$ cat config.mk
export PLATFORM = sky130hd
export DESIGN_NAME = multicycle_control
export DESIGN_NICKNAME = d
export VERILOG_FILES = /design/src/rtl/multicycle_control.sv
export SDC_FILE = /design/constraint.sdc
export NUM_CORES = 1
export LEC_CHECK = 0
export ABC_AREA = 0
export CORE_MARGIN = 2
export CORE_UTILIZATION = 39
export CTS_BUF_LIST = sky130_fd_sc_hd__clkbuf_4 sky130_fd_sc_hd__clkbuf_8
export DETAILED_ROUTE_END_ITERATION = 6
export GPL_ROUTABILITY_DRIVEN = 0
export PLACE_DENSITY = 0.78
export REMOVE_ABC_BUFFERS = 1
export SLEW_MARGIN = 20
export SYNTH_ARGS = -nofsm -noshare
export SYNTH_HDL_FRONTEND = slang
export SYNTH_SLANG_ARGS = --single-unit
export TNS_END_PERCENT = 100
$ cat constraint.sdc
create_clock -name clk -period 2.09 [get_ports clk]
set_clock_uncertainty 0.2 [all_clocks]
set_input_delay 0.209 -clock clk [delete_from_list [all_inputs] [get_ports clk]]
set_output_delay 0.209 -clock clk [all_outputs]
set_load 0.02 [all_outputs]
$ cat src/rtl/multicycle_control.sv
// multicycle_control
// Sequencing controller for the multi-cycle LEGv8-subset core. Walks each
// instruction through FETCH -> DECODE -> EXEC -> (MEM) -> (WB) and drives the
// shared-datapath enables. It also counts retired instructions, meaning one
// count per pc_write pulse.
//
// Ports
//   clk, rst_n     rising-edge clock, asynchronous active-low reset
//   run            start permission, looked at only in FETCH
//   instr          instruction register contents, valid from DECODE onward
//   zero           ALU zero flag, used by CBZ in EXEC
//   imem_ack       instruction-memory completion
//   dmem_ack       data-memory completion
//   imem_req       instruction-fetch request
//   ir_load        instruction-register load strobe
//   dmem_req       data-memory request
//   dmem_we        data-memory write (store)
//   ext_sel        sign-extend format: 11 D imm9, 10 CB imm19, 00 B imm26
//   alu_op         00 add, 01 pass-B, 10 R-type funct
//   reg_write      register-file write strobe
//   mem_to_reg     write-back source: 1 memory, 0 ALU
//   pc_write       PC update strobe
//   pc_src         PC source: 0 PC+4, 1 PC+(sext<<2)
//   state          current state encoding (debug)
//   instr_count    retired-instruction count, wraps
//
// Handshake: imem_req and dmem_req are levels. Each request stays high every
// cycle until its ack is seen high at a rising edge, and it drops in the next
// cycle. An ack that arrives while no request of its kind is pending is
// ignored. This covers imem_ack outside FETCH or with run=0, and dmem_ack
// outside MEM.
module multicycle_control #(
  parameter int INSTR_CNT_W = 32
) (
  input  logic                   clk,
  input  logic                   rst_n,
  input  logic                   run,
  input  logic [31:0]            instr,
  input  logic                   zero,
  input  logic                   imem_ack,
  input  logic                   dmem_ack,
  output logic                   imem_req,
  output logic                   ir_load,
  output logic                   dmem_req,
  output logic                   dmem_we,
  output logic [1:0]             ext_sel,
  output logic [1:0]             alu_op,
  output logic                   reg_write,
  output logic                   mem_to_reg,
  output logic                   pc_write,
  output logic                   pc_src,
  output logic [2:0]             state,
  output logic [INSTR_CNT_W-1:0] instr_count
);

  typedef enum logic [2:0] {
    S_FETCH  = 3'd0,
    S_DECODE = 3'd1,
    S_EXEC   = 3'd2,
    S_MEM    = 3'd3,
    S_WB     = 3'd4
  } state_t;

  // Instruction class, taken from instr[31:30].
  localparam logic [1:0] CLS_B  = 2'b00;
  localparam logic [1:0] CLS_R  = 2'b01;
  localparam logic [1:0] CLS_CB = 2'b10;
  localparam logic [1:0] CLS_D  = 2'b11;

  localparam logic [INSTR_CNT_W-1:0] CNT_ONE = {{(INSTR_CNT_W-1){1'b0}}, 1'b1};

  state_t                 state_q, state_d;
  logic [1:0]             cls_q;
  logic                   ld_q;     // D-format only: 1 LDUR, 0 STUR
  logic [1:0]             ext_q;
  logic [INSTR_CNT_W-1:0] count_q;

  function automatic logic [1:0] ext_of(input logic [1:0] cls);
    case (cls)
      CLS_D:   ext_of = 2'b11;
      CLS_CB:  ext_of = 2'b10;
      default: ext_of = 2'b00;  // B uses imm26; R does not use the extender
    endcase
  endfunction

  always_ff @(posedge clk or negedge rst_n) begin
    if (!rst_n) begin
      state_q <= S_FETCH;
      cls_q   <= CLS_B;
      ld_q    <= 1'b0;
      ext_q   <= 2'b00;
      count_q <= '0;
    end else begin
      state_q <= state_d;
      // The IR is first valid in DECODE. Capture the class there so that
      // every later output is decoded from registered state only. ext_sel
      // then stays put until the next DECODE.
      if (state_q == S_DECODE) begin
        cls_q <= instr[31:30];
        ld_q  <= instr[22];
        ext_q <= ext_of(instr[31:30]);
      end
      if (pc_write) count_q <= count_q + CNT_ONE;
    end
  end

  always_comb begin
    state_d    = state_q;
    imem_req   = 1'b0;
    ir_load    = 1'b0;
    dmem_req   = 1'b0;
    dmem_we    = 1'b0;
    alu_op     = 2'b00;
    reg_write  = 1'b0;
    mem_to_reg = 1'b0;
    pc_write   = 1'b0;
    pc_src     = 1'b0;

    case (state_q)
      S_FETCH: begin
        imem_req = run;
        ir_load  = run & imem_ack;
        if (run && imem_ack) state_d = S_DECODE;
      end
      S_DECODE: state_d = S_EXEC;
      S_EXEC: begin
        case (cls_q)
          CLS_R: begin
            alu_op  = 2'b10;
            state_d = S_WB;
          end
          CLS_D: begin
            alu_op  = 2'b00;
            state_d = S_MEM;
          end
          CLS_CB: begin
            alu_op   = 2'b01;
            pc_write = 1'b1;
            pc_src   = zero;  // branch taken only when the register is zero
            state_d  = S_FETCH;
          end
          default: begin  // B
            pc_write = 1'b1;
            pc_src   = 1'b1;
            state_d  = S_FETCH;
          end
        endcase
      end
      S_MEM: begin
        dmem_req = 1'b1;
        dmem_we  = ~ld_q;
        if (dmem_ack) begin
          if (ld_q) begin
            state_d = S_WB;
          end else begin
            // A store retires here because it has no write-back step.
            pc_write = 1'b1;
            state_d  = S_FETCH;
          end
        end
      end
      S_WB: begin
        reg_write  = 1'b1;
        mem_to_reg = ld_q;
        pc_write   = 1'b1;
        state_d    = S_FETCH;
      end
      default: state_d = S_FETCH;
    endcase
  end

  assign state       = state_q;
  assign ext_sel     = ext_q;
  assign instr_count = count_q;

endmodule

==> results by stage, run 1 <==
Run status:
- The flow ran to the end, and the final reports show no timing, DRC or antenna violations.

Yosys:
- The number of enable-type register cells in the synthesized netlist is 0.
- Summing the sequential cell areas from Yosys gives 51.0% of the chip area.
- Yosys attributes the largest share of cell area to sky130_fd_sc_hd__dfrtp_1, sky130_fd_sc_hd__xnor2_1, sky130_fd_sc_hd__xor2_1.
- The netlist area before placement is 1960 um2.
- After synthesis the netlist holds a flip-flop and latch count of 40.
- The share of synthesized registers carrying an async set or reset is 100%.
- The most used flip-flop cell after synthesis is sky130_fd_sc_hd__dfrtp_1.
- The biggest area contributor in the post-synthesis netlist is sky130_fd_sc_hd__dfrtp_1.
- Counting every instance in the synthesized netlist gives 183.
- The number of warnings reported in the yosys synthesis log is 0.
- The post-synthesis cell type count is 34.
- In this run the mean area of a mapped cell was 10.7 um2.
- The area share of the largest cell type after synthesis is 51.0%.

Finish:
- The share of cells above drive strength 1 is 26.7%.
- The number of diodes added for antenna fixing is 0.
- Registers take 1000 um2.
- With fillers left out, the area of the finished cells amounts to 2940 um2.
- Measured on the finished design, the core utilization comes to 61.4%.
- The area growth from synthesis to final layout is 49.8%.
- The footprint of the multi-input gates is 962 um2.
- The finished layout holds 340 standard cells, fillers aside.
- The number of fill cells is 380.
- The layout net count is 311.

Placement:
- The number of placed cells counting well taps is 329.
- The count of buffers from port buffering is 55.
- Summing all placed instances gives a cell area of 2770 um2.
- The placed wire-length estimate after detailed placement is 3290 um.

Global route:
- The number of global-route vias before repair is 1549.
- In the global route stage, overall resource usage came out at 16.9%.
- The initial antenna violation count is 0.
- The overall overflow remaining after global route is 0.
- The first global-routing pass estimated 7220 um of wire.
- The maximum number of pins on one net before global-route repair is 41.

Worst hold path:
- The worst hold path class is reg2reg.

Floorplan:
- During I/O placement, the number of pins put on the boundary was 85.
- The region available for standard cell placement spans 4790 um2.
- Once the floorplan was initialized, standard cells occupied 41.0% of the core.
- The height of the die is 74.9 um.
- From left edge to right edge, the die measures 74.9 um.
- After floorplanning, the core was divided into 25 placement rows.
- The die covers 5610 um2.

Routing:
- After detailed routing, the total wire length is 4510 um.
- The number of detailed-routing iterations run before antenna repair is 4.
- After detailed routing, the number of vias per cell comes to 4.71.
- The routed length per instance is 13.3 um.
- The antenna violation net count after detailed routing is 0.
- The iteration-0 DRC count of the detailed router is 66.
- Across all layers, the routed design uses 1603 vias.
- The remaining routing DRC violations is 0.

Setup path:
- The data arrival time of the worst path is 2.01 ns.
- The worst setup path is launched from a flop.
- Together, buffers and inverters on the worst path number 2.
- The library cell contributing the largest single delay on the critical path is sky130_fd_sc_hd__dfrtp_2.
- The type of destination of the critical path is a flop.
- The worst setup path is of the reg2reg kind.
- The data required time at the worst endpoint is 2.08 ns.
- The worst-case register-to-register setup slack is 0.07 ns.
- The signal on the critical path passes through nor4b_4 -> a211oi_2 -> buf_4 -> nor4b_4 -> buf_4 -> nand4_1 -> xnor2_1.
- The worst register-to-register path begins at state[2].
- The most critical setup path has its startpoint at state[2].
- The cell depth of the worst setup path is 7.
- Measured in cells, the most critical reg-to-reg path has a length of 7.
- The largest driver fanout on the critical path is 5.
- The endpoint identified for the worst register-to-register timing path is instr_count[16].
- The capture point of the critical path is instr_count[16].
- The largest single stage delay on the critical path is 0.46 ns.
- The family with the most delay on the worst path is simple AND/OR/NAND/NOR gates.

Power and ir drop:
- The post-route total power is 2.61 mW.
- For this design the ratio of total power to cell area is 888 nW/um2.
- The maximum resistive drop on vdd is 0.675 mV.
- The leakage power is 1.32 nW.

STA:
- After routing, the total negative slack on setup checks comes to 0 ns.
- The routed design could run at a clock period as short as 2.02 ns.
- The final number of max-transition violations is 0.
- Setup repair after global routing could not meet its margin everywhere.
- The final hold violation count is 0.
- In this run the tightest slew margin relative to its limit is 66.5%.
- Derived from the worst setup path, the maximum achievable clock frequency is 0.496 GHz.
- The transition time at the pin with the least slew margin is 0.503 ns.
- Setup violations remaining at the end of the flow were counted as 0.
- The worst path uses 96.5% of the clock period.

Clock network:
- CTS placed an instance of sky130_fd_sc_hd__clkbuf_8 at the clock tree root.
- The number of clock buffers added by TritonCTS is 5.
- The clock tree synthesis step divided the H-tree into 2 levels.
- The clock input transition at the sequential cells of the worst setup and hold paths is 0.08 ns.
- Counting along the longest clock path gives a buffer depth of 2.
- The clock insertion delay at the later pin of the skew report is 0.30 ns.
- For this design, the sink count on the clock tree is 40.
- TritonCTS built the clock tree.

Flow run:
- The count of maximum capacitance violations is 0.
synth_stat cells, types with 2 or more instances:
| cell type | instances |
|---|---|
| sky130_fd_sc_hd__xor2_1 | 14 |
| sky130_fd_sc_hd__mux2_2 | 5 |
| sky130_fd_sc_hd__nand2b_1 | 2 |
| sky130_fd_sc_hd__inv_1 | 7 |
| sky130_fd_sc_hd__dfrtp_1 | 40 |
| sky130_fd_sc_hd__o21ai_0 | 2 |
| sky130_fd_sc_hd__nand2_1 | 21 |
| sky130_fd_sc_hd__nor2b_1 | 2 |
| sky130_fd_sc_hd__buf_4 | 3 |
| sky130_fd_sc_hd__nor2_1 | 15 |
| sky130_fd_sc_hd__nor4b_1 | 3 |
| sky130_fd_sc_hd__nor3_2 | 2 |
| sky130_fd_sc_hd__xnor2_1 | 17 |
| sky130_fd_sc_hd__nand3_1 | 12 |
| sky130_fd_sc_hd__or3_1 | 2 |
| sky130_fd_sc_hd__nor3_1 | 7 |
| sky130_fd_sc_hd__nand4_1 | 9 |
| sky130_fd_sc_hd__and2_1 | 4 |
state kept, by name, indices dropped and copies added, names as in the netlist:
signal and cells:
cls_q 2, state 3, ld_q 1, ext_sel 2
instr_count 32
worst min-delay path by stage:
stage / from / to / depth (start not counted)
4_1_cts: instr_count[31] / instr_count[31] / 1
5_1_grt: instr_count[31] / instr_count[31] / 1
3_3_place_gp: rst_n / instr_count[26] / 2
6_report: instr_count[31] / instr_count[31] / 1
2_1_floorplan: rst_n / cls_q[0] / 0
3_5_place_dp: rst_n / instr_count[25] / 2
logic make-up (layout without fill, tap and decap cells):
logic type,after synthesis,in the layout,synth area share (%)
adder cells (fa/ha/maj),1,1,0.638
AO/OA/AOI/OAI,7,7,2.61
XOR/XNOR,31,31,13.8
multiplexers,5,5,2.87
flip-flops,40,40,51.0
buffers and inverters,12,102,3.32
AND/OR/NAND/NOR,87,87,25.7
stage by stage:
stage | worst slack, ns | hold WS, ns
after CTS | -0.00515 | 0.273
after floorplan | -0.280 | -0.287
after detailed placement | -0.207 | 0.0985
after global routing | -0.0438 | 0.277
after global placement | -0.178 | 0.0952
final | 0.0721 | 0.271
layer usage:
| metal | global-route usage [%] | vias to the layer above | wire, um |
|---|---|---|---|
| li1 | - | 801 | - |
| met1 | 21.3 | 755 | 1930 |
| met2 | 28.6 | 38 | 2310 |
| met3 | 3.35 | 9 | 187 |
| met4 | 6.55 | 0 | 82 |
| met5 | 0 | - | 0 |
cell type report:
class                      instances  area share, %
tap                               67           2.85
multi-input combinational        131           32.7
timing repair buffer              87           25.5
sequential                        40           34.1
clock inverter                     3           1.58
inverter                           7          0.894
clock buffer                       5           2.34
power by group:
| part | internal (mW) | switching, mW |
|---|---|---|
| logic | 0.504 | 0.476 |
| clock network | 0.360 | 0.297 |
| registers | 0.876 | 0.0979 |
| total | 1.74 | 0.870 |
cells in the final DEF (no fill, tap or decap), types with 2 or more instances in the layout:
cell / netlist / final
sky130_fd_sc_hd__clkdlybuf4s50_1: 0 / 44
sky130_fd_sc_hd__dfrtp_1: 40 / 39
sky130_fd_sc_hd__buf_4: 3 / 30
sky130_fd_sc_hd__nand2_1: 21 / 20
sky130_fd_sc_hd__xnor2_1: 17 / 17
sky130_fd_sc_hd__nor2_1: 15 / 15
sky130_fd_sc_hd__xor2_1: 14 / 14
sky130_fd_sc_hd__nand3_1: 12 / 11
sky130_fd_sc_hd__nand4_1: 9 / 9
sky130_fd_sc_hd__inv_1: 7 / 7
sky130_fd_sc_hd__nor3_2: 2 / 6
sky130_fd_sc_hd__clkbuf_2: 0 / 6
sky130_fd_sc_hd__mux2_2: 5 / 5
sky130_fd_sc_hd__clkbuf_8: 0 / 5
sky130_fd_sc_hd__and2_1: 4 / 4
sky130_fd_sc_hd__nor3_1: 7 / 3
sky130_fd_sc_hd__buf_2: 1 / 3
sky130_fd_sc_hd__nor2b_1: 2 / 2
sky130_fd_sc_hd__nor4b_4: 1 / 2
sky130_fd_sc_hd__nand2b_1: 2 / 2
sky130_fd_sc_hd__nor4b_2: 0 / 2
sky130_fd_sc_hd__o21ai_0: 2 / 2
sky130_fd_sc_hd__nor4_2: 1 / 2
sky130_fd_sc_hd__dlygate4sd2_1: 0 / 2
timing repair:
item | in CTS | in global routing
pin swaps | 1 | 7
hold buffers | 1 | 0
hold endpoints to repair | 40 | 0
setup buffers | 1 | 1
endpoints found under the setup margin | 16 | 22
resized for setup | 23 | 21
Power figures use the tool's default switching activity.
==> run 2: changes to the inputs <==
--- a/config.mk
+++ b/config.mk
@@ -9,10 +9,10 @@
 export CORE_MARGIN = 2
 export CORE_UTILIZATION = 39
 export CTS_BUF_LIST = sky130_fd_sc_hd__clkbuf_4 sky130_fd_sc_hd__clkbuf_8
+export CTS_CLUSTER_DIAMETER = 150
 export DETAILED_ROUTE_END_ITERATION = 6
 export GPL_ROUTABILITY_DRIVEN = 0
 export PLACE_DENSITY = 0.78
-export REMOVE_ABC_BUFFERS = 1
 export SLEW_MARGIN = 20
 export SYNTH_ARGS = -nofsm -noshare
 export SYNTH_HDL_FRONTEND = slang
==> run 2 against run 1 <==
- the run now ends with setup timing left
- cell count up 1.2%
- maximum frequency down 5.7%
- sequential power up 2%
- wire length up 8.1%
- register-to-register slack worse by 0.12 ns
==> results by stage, run 2 (same netlist as run 1, synthesis figures left out) <==
Run status:
- The flow ran to the end, but the final reports show violations.
- The final reports fail on setup timing.

Floorplan:
- The area inside the core boundary is 4790 um2 (unchanged).
- The number of placement rows is 25 (unchanged).
- The number of top-level pins is 85 (unchanged).
- The die width was 74.9 um (unchanged).
- The initial core utilization is 41.0% (unchanged).
- The height of the die was 74.9 um (unchanged).
- The full die area is 5610 um2 (unchanged).

STA:
- The maximum achievable frequency is 0.467 GHz (-5.7%).
- Setup repair after global routing could not meet its margin everywhere.
- The transition time at the pin with the least slew margin is 0.409 ns (-0.0937 ns).
- The worst-case headroom to the max-slew limit is 72.0% (+5.5 points).
- The post-route setup TNS is -0.267 ns (-0.267 ns).
- The portion of the clock cycle consumed by the worst path in the final layout is 102% (+5.8 points).
- The minimum setup slack in the final design is -0.0498 ns (-0.122 ns).
- The total of endpoints with negative setup slack in the final report is 10 (+10).
- The post-route minimum period is 2.14 ns (+0.122 ns).
- The final hold violation count is 0 (unchanged).
- The final number of max-transition violations is 0 (unchanged).

Clock network:
- The number of clock sinks came to 40 (unchanged).
- The depth of the CTS H-tree is 2 (unchanged).
- The buffer type at the clock tree root is sky130_fd_sc_hd__clkbuf_8.
- The clock insertion delay at the later pin of the skew report is 0.30 ns (about the same).
- The clock input transition at the sequential cells of the worst setup and hold paths is 0.09 ns (about the same).
- The TritonCTS clock tree is built.
- The maximum number of buffers from clock root to sink came to 2 (unchanged).
- The number of buffers created by CTS is 5 (unchanged).

Routing:
- The overall via count from detail_route was 1685 (+5.1%).
- The remaining routing DRC violations came to 0 (unchanged).
- The sum of routed wire length over all layers is 4870 um (+8.1%).
- The number of detailed-routing iterations run before antenna repair is 5 (+1).
- The iteration-0 DRC count of the detailed router came to 97 (+47%).
- The average vias per placed instance is 4.90 (+3.9%).
- The antenna violation net count after detailed routing is 0 (unchanged).
- The routed length per instance is 14.2 um (+6.8%).

Setup path:
- The delay of the slowest cell on the worst path was 0.45 ns (about the same).
- The data arrival time of the worst path is 2.17 ns (+0.16 ns).
- STA classifies the critical path endpoint as a flop.
- The worst-case register-to-register setup slack is -0.05 ns (-0.12 ns).
- Among all stages on the critical path, the largest delay is contributed by sky130_fd_sc_hd__dfrtp_2.
- The beginning of the critical path is state[2].
- The end of the worst register-to-register path is instr_count[27].
- Grouping stages by cell kind, the critical path spends the most delay in simple AND/OR/NAND/NOR gates.
- The count of buffer and inverter cells on the critical path is 3 (+1).
- The worst flop-to-flop path startpoint is state[2].
- The worst setup path is launched from a flop.
- The largest driver fanout on the critical path is 5 (unchanged).
- The signal on the critical path passes through nor4b_4 -> buf_4 -> a211oi_4 -> buf_6 -> or3_4 -> buf_6 -> nor3_2 -> xnor2_1.
- The data required time at the worst endpoint is 2.12 ns (+0.04 ns).
- The class of the most critical setup path is reg2reg.
- The path depth of the worst reg2reg path was 8 (+1).
- The cell occurring most often along the worst timing path is sky130_fd_sc_hd__buf_6.

Power and ir drop:
- The post-route total power is 2.68 mW (+2.7%).
- The maximum resistive drop on vdd is 0.893 mV (+32%).
- The total power density per cell area came to 860 nW/um2 (-3.2%).
- The leakage power is 1.44 nW (+9.3%).

Yosys:
- The net count after synthesis is 222.

Finish:
- The layout net count is 315 (+1.3%).
- The number of cells in the finished layout apart from fillers came to 344 (+1.2%).
- The area growth from synthesis to layout is 58.9%.
- The number of diodes added for antenna fixing was 0 (unchanged).
- The number of fill cells is 378 (-0.53%).
- The most frequent standard cell in the layout excluding fill and tap cells is sky130_fd_sc_hd__clkdlybuf4s50_1.
- The flip-flop count of the largest register after layout came to 32 (unchanged).
- The share of cells above drive strength 1 was 32.9% (+6.1 points).
- The top cell types in the final layout, fill and taps aside, are sky130_fd_sc_hd__clkdlybuf4s50_1, sky130_fd_sc_hd__dfrtp_1, sky130_fd_sc_hd__buf_4.

Placement:
- The placement-stage worst setup slack is -0.284 ns (-0.0769 ns).
- The placed wire-length estimate after detailed placement was 3530 um (+7.5%).
- The number of placed cells counting well taps came to 330 (+0.30%).
- The count of buffers from port buffering is 55 (unchanged).

Global route:
- The initial antenna violation count came to 0 (unchanged).
- The maximum number of pins on one net before global-route repair was 25 (-39%).
- The global-route wire length before repair is 7870 um (+8.9%).
- The overall overflow remaining after global route is 0 (unchanged).
- The number of global-route vias before repair is 1624 (+4.8%).
- The all-layer global routing usage was 18.6% (+1.8 points).

Worst hold path:
- The worst hold path belongs to the class in2async.

Flow run:
- The count of maximum capacitance violations is 0 (unchanged).
## run 2: worst max-delay path by stage
| stage | endpoint | slack [ns] | cells after the start |
|---|---|---|---|
| 6_report | instr_count[27] | -0.05 | 8 |
| 3_5_place_dp | instr_count[21] | -0.28 | 8 |
| 3_3_place_gp | instr_count[29] | -0.23 | 8 |
| 2_1_floorplan | instr_count[16] | -0.15 | 6 |
| 4_1_cts | instr_count[15] | -0.09 | 8 |
| 5_1_grt | instr_count[28] | -0.17 | 7 |
## run 2: power by group
part	switching, mW	total [mW]	internal, mW
Combinational	0.485	1.03	0.549
Sequential	0.114	0.993	0.879
Clock	0.294	0.653	0.360
Total	0.892	2.68	1.79
## run 2: area by class of cell
class | count | area, um2 | share of cell area, %
Clock buffer | 5 | 68.8 | 2.21
Sequential cell | 40 | 1000 | 32.2
Timing Repair Buffer | 91 | 820 | 26.3
Inverter | 7 | 26.3 | 0.843
Clock inverter | 3 | 47.5 | 1.53
Tap cell | 67 | 83.8 | 2.69
Multi-Input combinational cell | 131 | 1070 | 34.2
## run 2: per-layer routing
layer	share of wire, %	vias to the layer above	global-route usage [%]
met2	52	40	31.6
met5	0	-	0
met1	42	827	24.5
met4	0.99	0	4.56
met3	4.5	6	4.02
li1	-	812	-
## run 2: stage by stage
step	util [%]	instance area [um2]	hold slack, ns
final	65.1	3120	0.179
after global placement	59.9	2870	-0.0371
after detailed placement	59.9	2870	-0.0346
after global routing	65.1	3120	0.209
after floorplan	-	2040	-0.287
after CTS	63.8	3050	0.180
## run 2: timing repair
action,CTS,global route
setup buffers,5,0
pin swaps,5,6
hold buffers,1,0
resized for setup,34,27
hold endpoints to repair,40,0
endpoints found under the setup margin,24,32
